### config.mk
export PLATFORM = sky130hd
export DESIGN_NAME = add_eight_serial_flat
export DESIGN_NICKNAME = d
export VERILOG_FILES = /design/src/rtl/add_eight_serial_pkg.sv /design/src/rtl/add_eight_serial_if.sv /design/src/rtl/add_eight_serial_full_adder_cell.sv /design/src/rtl/add_eight_serial.sv /design/src/flat_wrapper.sv
export SDC_FILE = /design/constraint.sdc
export NUM_CORES = 1
export LEC_CHECK = 0
export CORE_MARGIN = 2
export CORE_UTILIZATION = 47
export DETAILED_ROUTE_END_ITERATION = 10
export PLACE_DENSITY = 0.74
export SKIP_LAST_GASP = 1
export SLEW_MARGIN = 10
export SYNTH_ARGS = -nofsm -noshare
export SYNTH_HDL_FRONTEND = slang
export SYNTH_SLANG_ARGS = --single-unit
### constraint.sdc
create_clock -name clk -period 1.7 [get_ports clk]
set_clock_uncertainty 0.15 [all_clocks]
set_input_delay 0.34 -clock clk [delete_from_list [all_inputs] [get_ports clk]]
set_output_delay 0.34 -clock clk [all_outputs]
set_load 0.005 [all_outputs]
### src/rtl/add_eight_serial_pkg.sv
// add_eight_serial_pkg
// Shared definitions for the bit-serial adder: the operand/result width,
// the three sequencing states and a helper that sizes the bit counter.
// No ports; imported by the interface, the top and the full-adder cell.

package add_eight_serial_pkg;

    // Operand and result width. Only 8 is exercised, but the sequencing
    // logic is written in terms of this value.
    localparam int WIDTH = 8;

    // Sequencing states of the serial adder.
    typedef enum logic [1:0] {
        IDLE = 2'd0,
        RUN  = 2'd1,
        DONE = 2'd2
    } state_e;

    // Width of a counter that must index every bit of a WIDTH-bit operand.
    // Never returns 0 so a degenerate WIDTH=1 still yields a legal vector.
    function automatic int cnt_width(input int w);
        return (w > 1) ? $clog2(w) : 1;
    endfunction

endpackage

### src/rtl/add_eight_serial_if.sv
// add_eight_serial_if
// Groups the request/response signals of the serial adder.
//   start   : request an add (sampled only while the adder is idle)
//   d0, d1  : addends, captured on the accepting edge
//   enable  : output gate for dOut
//   busy    : adder is working or presenting a completion
//   done    : one-cycle completion pulse
//   dOut    : last completed sum, gated by enable
//   cOut    : carry out of the most significant bit of the last sum
// master modport is the requester, slave modport is the adder.

interface add_eight_serial_if #(
    parameter int WIDTH = add_eight_serial_pkg::WIDTH
);

    logic             start;
    logic [WIDTH-1:0] d0;
    logic [WIDTH-1:0] d1;
    logic             enable;
    logic             busy;
    logic             done;
    logic [WIDTH-1:0] dOut;
    logic             cOut;

    modport master (
        output start, d0, d1, enable,
        input  busy, done, dOut, cOut
    );

    modport slave (
        input  start, d0, d1, enable,
        output busy, done, dOut, cOut
    );

endinterface

### src/rtl/add_eight_serial_full_adder_cell.sv
// full_adder_cell
// One-bit full adder used by the serial adder for each bit position.
//   a, b : operand bits
//   cIn  : carry in
//   sum  : sum bit
//   cOut : carry out

module full_adder_cell (
    input  logic a,
    input  logic b,
    input  logic cIn,
    output logic sum,
    output logic cOut
);

    import add_eight_serial_pkg::*;

    // Plain sum-of-products full adder; purely combinational.
    always_comb begin
        sum  = a ^ b ^ cIn;
        cOut = (a & b) | (a & cIn) | (b & cIn);
    end

endmodule

### src/rtl/add_eight_serial.sv
// add_eight_serial
// Bit-serial adder: captures two WIDTH-bit addends on start, adds them one
// bit per clock (LSB first) through a single full-adder cell, and publishes
// the sum and carry together on the edge that processes the last bit.
//   clk   : rising-edge clock
//   rst_n : asynchronous active-low reset
//   bus   : slave side of add_eight_serial_if (start/d0/d1/enable in,
//           busy/done/dOut/cOut out)

module add_eight_serial #(
    parameter int WIDTH = add_eight_serial_pkg::WIDTH
) (
    input  logic                clk,
    input  logic                rst_n,
    add_eight_serial_if.slave   bus
);

    import add_eight_serial_pkg::*;

    localparam int CNT_W = cnt_width(WIDTH);
    localparam logic [CNT_W-1:0] LAST_BIT = CNT_W'(WIDTH - 1);

    state_e             state_q,  state_d;
    logic [WIDTH-1:0]   a_q,      a_d;
    logic [WIDTH-1:0]   b_q,      b_d;
    // Partial sum collected so far; the final bit goes straight into
    // result, so one bit fewer than the operand width is enough.
    logic [WIDTH-2:0]   work_q,   work_d;
    logic               carry_q,  carry_d;
    logic [CNT_W-1:0]   count_q,  count_d;
    logic [WIDTH-1:0]   result_q, result_d;
    logic               cout_q,   cout_d;
    logic               busy_q,   busy_d;
    logic               done_q,   done_d;

    logic               fa_sum;
    logic               fa_cout;

    // The single arithmetic cell; operands are consumed from the LSB end
    // of the shift registers.
    full_adder_cell u_fa (
        .a    (a_q[0]),
        .b    (b_q[0]),
        .cIn  (carry_q),
        .sum  (fa_sum),
        .cOut (fa_cout)
    );

    // Next-state logic. result/cout only change on the last RUN edge so the
    // previous sum stays visible while a new add is in progress. start is
    // only looked at in IDLE, so requests during RUN/DONE are dropped.
    always_comb begin
        state_d  = state_q;
        a_d      = a_q;
        b_d      = b_q;
        work_d   = work_q;
        carry_d  = carry_q;
        count_d  = count_q;
        result_d = result_q;
        cout_d   = cout_q;
        busy_d   = busy_q;
        done_d   = 1'b0;

        case (state_q)
            IDLE: begin
                if (bus.start) begin
                    a_d     = bus.d0;
                    b_d     = bus.d1;
                    carry_d = 1'b0;
                    count_d = '0;
                    busy_d  = 1'b1;
                    state_d = RUN;
                end
            end

            RUN: begin
                a_d     = a_q >> 1;
                b_d     = b_q >> 1;
                work_d  = {fa_sum, work_q[WIDTH-2:1]};
                carry_d = fa_cout;
                count_d = count_q + CNT_W'(1);
                if (count_q == LAST_BIT) begin
                    result_d = {fa_sum, work_q};
                    cout_d   = fa_cout;
                    done_d   = 1'b1;
                    state_d  = DONE;
                end
            end

            DONE: begin
                busy_d  = 1'b0;
                state_d = IDLE;
            end

            default: begin
                busy_d  = 1'b0;
                state_d = IDLE;
            end
        endcase
    end

    // All state, including the registered busy/done outputs, lives in this
    // one block so a reset aborts any add in progress without a done pulse.
    always_ff @(posedge clk or negedge rst_n) begin
        if (!rst_n) begin
            state_q  <= IDLE;
            a_q      <= '0;
            b_q      <= '0;
            work_q   <= '0;
            carry_q  <= 1'b0;
            count_q  <= '0;
            result_q <= '0;
            cout_q   <= 1'b0;
            busy_q   <= 1'b0;
            done_q   <= 1'b0;
        end else begin
            state_q  <= state_d;
            a_q      <= a_d;
            b_q      <= b_d;
            work_q   <= work_d;
            carry_q  <= carry_d;
            count_q  <= count_d;
            result_q <= result_d;
            cout_q   <= cout_d;
            busy_q   <= busy_d;
            done_q   <= done_d;
        end
    end

    // enable gates only the visible sum; the stored result is untouched so
    // raising enable again shows it without a new add.
    always_comb begin
        bus.busy = busy_q;
        bus.done = done_q;
        bus.dOut = result_q & {WIDTH{bus.enable}};
        bus.cOut = cout_q;
    end

endmodule

### src/flat_wrapper.sv
// flat-port wrapper written by rule: the top's interface ports become plain ports
module add_eight_serial_flat import add_eight_serial_pkg::*;
#(
    parameter int WIDTH = add_eight_serial_pkg::WIDTH
)
  (clk, rst_n, bus_start, bus_d0, bus_d1, bus_enable, bus_busy, bus_done, bus_dOut, bus_cOut);
  add_eight_serial_if #(.WIDTH(WIDTH)) bus_i ();
  input  logic clk;
  input  logic rst_n;
  input wire logic [$bits(bus_i.start)-1:0] bus_start;
  input wire logic [$bits(bus_i.d0)-1:0] bus_d0;
  input wire logic [$bits(bus_i.d1)-1:0] bus_d1;
  input wire logic [$bits(bus_i.enable)-1:0] bus_enable;
  output wire logic [$bits(bus_i.busy)-1:0] bus_busy;
  output wire logic [$bits(bus_i.done)-1:0] bus_done;
  output wire logic [$bits(bus_i.dOut)-1:0] bus_dOut;
  output wire logic [$bits(bus_i.cOut)-1:0] bus_cOut;
  assign bus_i.start = bus_start;
  assign bus_i.d0 = bus_d0;
  assign bus_i.d1 = bus_d1;
  assign bus_i.enable = bus_enable;
  assign bus_busy = bus_i.busy;
  assign bus_done = bus_i.done;
  assign bus_dOut = bus_i.dOut;
  assign bus_cOut = bus_i.cOut;
  add_eight_serial #(.WIDTH(WIDTH)) u_core (.clk(clk), .rst_n(rst_n), .bus(bus_i));
endmodule
* Word-level counts from Yosys, hierarchy flattened
Cells that the tools add are included.
** Storage, ports and cells
- Word-level logic and storage cells :: 45
- Register bits after elaboration :: 40
- Output and inout bits :: 11
- Input bits :: 20
** Cells by class
- Add/subtract/negate cells :: 1
- Equal/unequal tests :: 4
- Reduce and logical (&&, ||, !) cells :: 6
- Bitwise logic cells :: 9
- Mux-type cells :: 15
** Operator list (number)
- case mux 8 bit (2 select lines) :: 2
- two-way mux 8 bit :: 2
- AND 8 bit :: 1
- AND reduction 2 bit :: 4
- case mux 3 bit (2 select lines) :: 1
- two-way mux 1 bit :: 4
- two-way mux 2 bit :: 2
- case mux 1 bit (2 select lines) :: 2
- case mux 2 bit (2 select lines) :: 1
- adder 3 x 1 -> 3 bit (second input constant) :: 1
- AND 1 bit :: 3
- == test 3 bit (second input constant) :: 1
- two-way mux 3 bit :: 1
- == test 2 x 1 -> 1 bit (second input constant) :: 1
- logical NOT 2 bit :: 1
- inequality test 2 x 1 -> 1 bit (second input constant) :: 1
- inequality test 2 bit (second input constant) :: 1
- OR 1 bit :: 2
- nonzero test 2 bit :: 1
- XOR 1 bit :: 2
- inverter 1 bit :: 1

* Depth between registers and ports, before layout
Gate-level depths: netlist of the first run.
- Word-level depth :: 4
- Gate-level depth with buffers :: 5
- Depth with buffers taken out :: 4

* By module
Synthesis of the first run repeated with hierarchy kept, for this count alone.
** Second synthesis, totals
- Cells, all modules :: 149
- Area total of the unflattened synthesis :: 1771.7 um2
** By module, submodules not included
- add_eight_serial :: times used 1, area each 1751.7 um2, seq. area each 1001.0 um2, cells an instance 148
- full_adder_cell :: times used 1, area each 20.0 um2, seq. area each 0.0 um2, cells an instance 1

* Least setup slack after synthesis of the first run
Ideal clock, no wire load.
- Path kind :: flip-flop to flip-flop
- Start :: reg u_core.count_q[0]
- End :: reg u_core.result_q[0]
- Path buffers :: 1
- Stages on the path, launching flop included :: 6
- Required time :: 1.425 ns
- Period minus slack after synthesis :: 1.611 ns
- Library setup time :: 0.125 ns
- Setup slack :: 0.089 ns
- Arrival :: 1.336 ns
- Cell sequence :: dfrtp_1 -> ha_1 -> ha_1 -> nand3b_1 -> buf_4 -> mux2_4
** On the way
- Word-level cells in the longest chain between the ends :: 2
** Ends and longest elaborated chain
- from (decl) :: line add_eight_serial.sv:30 : logic [CNT_W-1:0] count_q, count_d;
- from (signal assigned) :: line add_eight_serial.sv:122 : count_q <= count_d;
- == test 3 bit :: line add_eight_serial.sv:82 : if (count_q == LAST_BIT) begin
- AND reduction 2 bit (no source line)
- to (signal assigned) :: line add_eight_serial.sv:123 : result_q <= result_d;
- to (decl) :: line add_eight_serial.sv:31 : logic [WIDTH-1:0] result_q, result_d;
Every way passes these cells.
A chain may end at the register's enable or synchronous reset.

* Worst setup path in the final report of the first run
- Start :: reg u_core.count_q[0]
- End :: reg u_core.cout_q (netlist: u_core.bus.cOut)
** On the way
- Word-level cells in the longest chain between the ends :: 2
** Ends and longest elaborated chain
- == test 3 bit :: line add_eight_serial.sv:82
- AND reduction 2 bit (no source line)
- to (signal assigned) :: line add_eight_serial.sv:124 : cout_q <= cout_d;
- to (decl) :: line add_eight_serial.sv:32 : logic cout_q, cout_d;
Every way passes these cells.

==> flow_results.xml, run 1 <==
<?xml version="1.0" encoding="UTF-8"?>
<metrics>
  <group name="yosys">
    <metric name="synth_largest_type_area_fraction" unit="%">52.7</metric>
    <metric name="synth.yosys.warnings" unit="">0</metric>
    <metric name="synth.area.top_cells" unit="">dfrtp_1 (53%), nor4b_1 (6.5%), mux2_4 (6.3%)</metric>
    <metric name="ys_ff_latch" unit="">40</metric>
    <metric name="synth_fp_nets" unit="">173</metric>
    <metric name="avgSynthCellArea" unit="sq um">12.7</metric>
    <metric name="synth_cells" unit="">150</metric>
    <metric name="synthDistinctLibCells" unit="">22</metric>
    <metric name="synth.yosys.seq_area_share" unit="%">52.7</metric>
    <metric name="synth_top_cell_by_area" unit="">dfrtp_1</metric>
    <metric name="synth_area" unit="sq um">1900</metric>
  </group>
  <group name="timing">
    <metric name="timing.fmax" unit="MHz">600</metric>
    <metric name="relSlewSlack" unit="%">72.2</metric>
    <metric name="count_of_endpoints_failing_hold_in_the_final_timing_report" unit="">0</metric>
    <metric name="maxSlewViolCount" unit="">0</metric>
    <metric name="post-route-min-period" unit="ns">1.67</metric>
    <metric name="worst_slew_pin_slew" unit="ns">0.417</metric>
    <metric name="finalSetupViolations" unit="">0</metric>
    <metric name="rsz_0062_raised_after_global_routing" unit="">true</metric>
    <metric name="post-route-period-util" unit="%">98.0</metric>
  </group>
  <group name="global_routing">
    <metric name="wire_length_of_the_first_global_routing_pass" unit="um">6140</metric>
    <metric name="grtUsageTotal" unit="%">18.3</metric>
    <metric name="antenna_found_initial" unit="">0</metric>
    <metric name="grt_start_max_net_pins" unit="">29</metric>
    <metric name="number_of_global_route_vias_before_repair" unit="">1370</metric>
    <metric name="overflow" unit="">0</metric>
  </group>
  <group name="cells_and_area">
    <metric name="post_route_cells_drive_above_1_share" unit="%">20.3</metric>
    <metric name="antenna-diode-count" unit="">0</metric>
    <metric name="nNetsFinal" unit="">214</metric>
    <metric name="stdcell_count" unit="">242</metric>
    <metric name="area_growth_syn_to_layout" unit="%">28.3</metric>
    <metric name="design_area" unit="sq um">2430</metric>
  </group>
  <group name="setup_path">
    <metric name="critical_path.slowest_cell" unit="">dfrtp_1</metric>
    <metric name="reg2reg_setup_slack" unit="ns">0.03</metric>
    <metric name="worstPathCellList" unit="">ha_1, ha_1, nand3b_1, buf_12, mux2_1</metric>
    <metric name="critical_path.top_delay_family" unit="">flip-flops</metric>
    <metric name="critical_path.most_common_cell" unit="">ha_1</metric>
    <metric name="worstSetupPathType" unit="">flip-flop to flip-flop</metric>
    <metric name="crit_path_start_kind" unit="">flip-flop</metric>
    <metric name="worst_ep_required_time" unit="ns">1.73</metric>
    <metric name="timing.critical_path.arrival" unit="ns">1.69</metric>
    <metric name="max_incr_delay_on_cp" unit="ns">0.39</metric>
    <metric name="worst-path-max-fanout" unit="">11</metric>
    <metric name="critPathBufInv" unit="">1</metric>
    <metric name="cp-end-kind" unit="">flip-flop</metric>
  </group>
  <group name="cts">
    <metric name="clock_insertion_delay_worst_skew" unit="ns">0.29</metric>
    <metric name="clkSinkCount" unit="">40</metric>
    <metric name="clk_root_buffer_cell" unit="">clkbuf_8</metric>
    <metric name="clock_tree_from_tritoncts" unit="">done</metric>
    <metric name="longest_clk_path_bufs" unit="">2</metric>
    <metric name="cts.reportedPaths.clkPinSlew" unit="ns">0.08</metric>
    <metric name="tritoncts.num_buffers" unit="">5</metric>
    <metric name="cts_h_tree_depth" unit="">2</metric>
  </group>
  <group name="power">
    <metric name="p_clk_share" unit="%">18.6</metric>
    <metric name="p_leak" unit="uW">0.00112</metric>
    <metric name="power_frac_seq" unit="%">41.2</metric>
    <metric name="comb_power_share" unit="%">40.2</metric>
    <metric name="irDropWorstVdd" unit="V">0.000886</metric>
    <metric name="power.density_cell_area" unit="nW/um^2">1670</metric>
    <metric name="switching_share" unit="%">31.3</metric>
    <metric name="p_int" unit="uW">2790</metric>
    <metric name="power.net_switching" unit="uW">1270</metric>
  </group>
  <group name="routing">
    <metric name="wl" unit="um">3500</metric>
    <metric name="dr.first_iter.drc_count" unit="">40</metric>
    <metric name="dr_total_vias" unit="">1288</metric>
    <metric name="dr.pass1.iters" unit="">4</metric>
    <metric name="post_drt_wl_per_cell" unit="um">14.4</metric>
    <metric name="detail_route.drc_violations" unit="">0</metric>
    <metric name="antenna_viol_nets_final" unit="">0</metric>
    <metric name="route.detailed.vias_per_inst" unit="">5.32</metric>
  </group>
  <group name="floorplan">
    <metric name="initial_utilization" unit="%">48.1</metric>
    <metric name="dieArea" unit="sq um">4560</metric>
    <metric name="die_width" unit="um">67.6</metric>
    <metric name="die-height" unit="um">67.6</metric>
    <metric name="rows" unit="">23</metric>
    <metric name="io_pins" unit="">31</metric>
    <metric name="fp.coreArea" unit="sq um">3940</metric>
  </group>
  <group name="placement">
    <metric name="gp_routability_congestion" unit="">0.754</metric>
    <metric name="dp_hpwl" unit="um">2520</metric>
    <metric name="place_inst" unit="">229</metric>
    <metric name="io_buffer_count" unit="">30</metric>
    <metric name="post_dp_cell_area" unit="sq um">2300</metric>
  </group>
  <group name="outcome">
    <metric name="outcome" unit="">finished, final reports clean</metric>
  </group>
  <group name="flow_run">
    <metric name="maxCapViolations" unit="">0</metric>
  </group>
  <group name="hold_path">
    <metric name="hold_class" unit="">flip-flop to flip-flop</metric>
  </group>
</metrics>
## registers in the layout (all words and copies together) (netlist names)
name / cells
u_core.bus.cOut: 1
u_core.a_q: 8
u_core.work_q: 7
u_core.count_q: 3
u_core.result_q: 8
u_core.bus.busy: 1
u_core.state_q: 2
u_core.b_q: 8
u_core.carry_q: 1
u_core.bus.done: 1
## per-stage QoR
stage / setup TNS [ns] / total power, uW / hold WS (ns) / setup WS, ns / util (%)
2_1_floorplan: 0 / 2780 / -0.106 / 0.0889 / -
3_3_place_gp: -2.98 / 3190 / 0.143 / -0.324 / 58.3
3_5_place_dp: -3.88 / 3320 / 0.143 / -0.354 / 58.3
4_1_cts: -0.0680 / 4110 / 0.355 / -0.0680 / 61.6
5_1_grt: -0.0200 / 4390 / 0.367 / -0.0200 / 61.8
6_report: 0 / 4070 / 0.349 / 0.0344 / 61.8
## metal layers
layer	routed length, um	part of all wire [%]	vias up	track usage [%]
li1	-	-	616	-
met1	1510	43	631	21.1
met2	1730	50	35	32.0
met3	202	5.8	6	6.00
met4	54	1.5	0	6.12
met5	0	0	-	0
## power groups by stage
stage	logic, uW	registers [uW]	clock network (uW)
after global placement	1530	1670	0
after CTS	1640	1680	781
after detailed placement	1620	1700	0
final	1630	1680	757
after global routing	1840	1730	818
after floorplan	1160	1610	0
## worst paths after layout
kind	cells past startpoint	end	start
worst max-delay path	5	u_core.bus.cOut	u_core.count_q[0]
worst min-delay path	1	u_core.work_q[0]	u_core.work_q[0]
worst max register to register	5	u_core.bus.cOut	u_core.count_q[0]
worst min register to register	1	u_core.work_q[0]	u_core.work_q[0]
max in group asynchronous	3	u_core.a_q[0]	rst_n
min in group asynchronous	2	u_core.count_q[0]	rst_n
## cell type report
| type | instances | area [sq um] |
|---|---|---|
| clock inverter | 2 | 35.0 |
| sequential | 40 | 1000 |
| tap | 50 | 62.6 |
| inverter | 17 | 63.8 |
| fill | 316 | 1510 |
| multi-input combinational | 82 | 776 |
| clock buffer | 6 | 72.6 |
| timing repair buffer | 45 | 424 |
## repair_timing
item	CTS	global route
pin swaps	0	0
endpoints found under the setup margin	8	2
gates resized for setup	9	2
hold endpoints to repair	17	0
setup buffers	3	1
hold buffers	1	0
## kinds of logic (layout without fill, tap and decap cells)
family                   Yosys count  after routing  share of synthesized area (%)
flip-flops                        40             40                           52.7
AND/OR/NAND/NOR                   40             40                           16.1
buffers and inverters             28             70                           6.39
AO/OA/AOI/OAI                     22             22                           10.7
multiplexers                      17             17                           11.7
adder cells (fa/ha/maj)            3              3                           2.37
## cells in the final DEF (no fill, tap or decap), types with 2 or more instances in the layout
cell	n
nand2b_1	2
dlygate4sd2_1	7
ha_1	2
mux2_1	8
dfrtp_1	40
buf_12	2
clkdlybuf4s50_1	20
buf_4	12
nor4b_1	14
clkbuf_8	5
a22o_1	5
a211oi_1	7
a21oi_1	2
inv_1	17
mux2_4	8
a211oi_2	6
nor3b_1	14
and2_1	8
## Yosys cell counts
cell       n
and2b_1    1
clkbuf_1   2
mux2_2     1
nor4b_1   14
mux2_4     8
inv_1     17
and2_1     8
mux2_1     8
dfrtp_1   40
o21bai_1   1
nand2b_1   2
a211oi_1   7
fa_1       1
a221oi_2   1
a211oi_2   6
a21oi_1    2
ha_1       2
buf_2      7
nand3b_1   1
nor3b_1   14
buf_4      2
a22o_1     5
(Power assumes the default switching activity.)
==> inputs of run 2 (changes only) <==
--- a/config.mk
+++ b/config.mk
@@ -7,6 +7,7 @@
 export LEC_CHECK = 0
 export CORE_MARGIN = 2
 export CORE_UTILIZATION = 47
+export CTS_CLUSTER_DIAMETER = 60
 export DETAILED_ROUTE_END_ITERATION = 10
 export PLACE_DENSITY = 0.74
 export SKIP_LAST_GASP = 1
==> results of run 2 <==
Same layout as run 1: the final DEF is identical, and so are final timing and power.
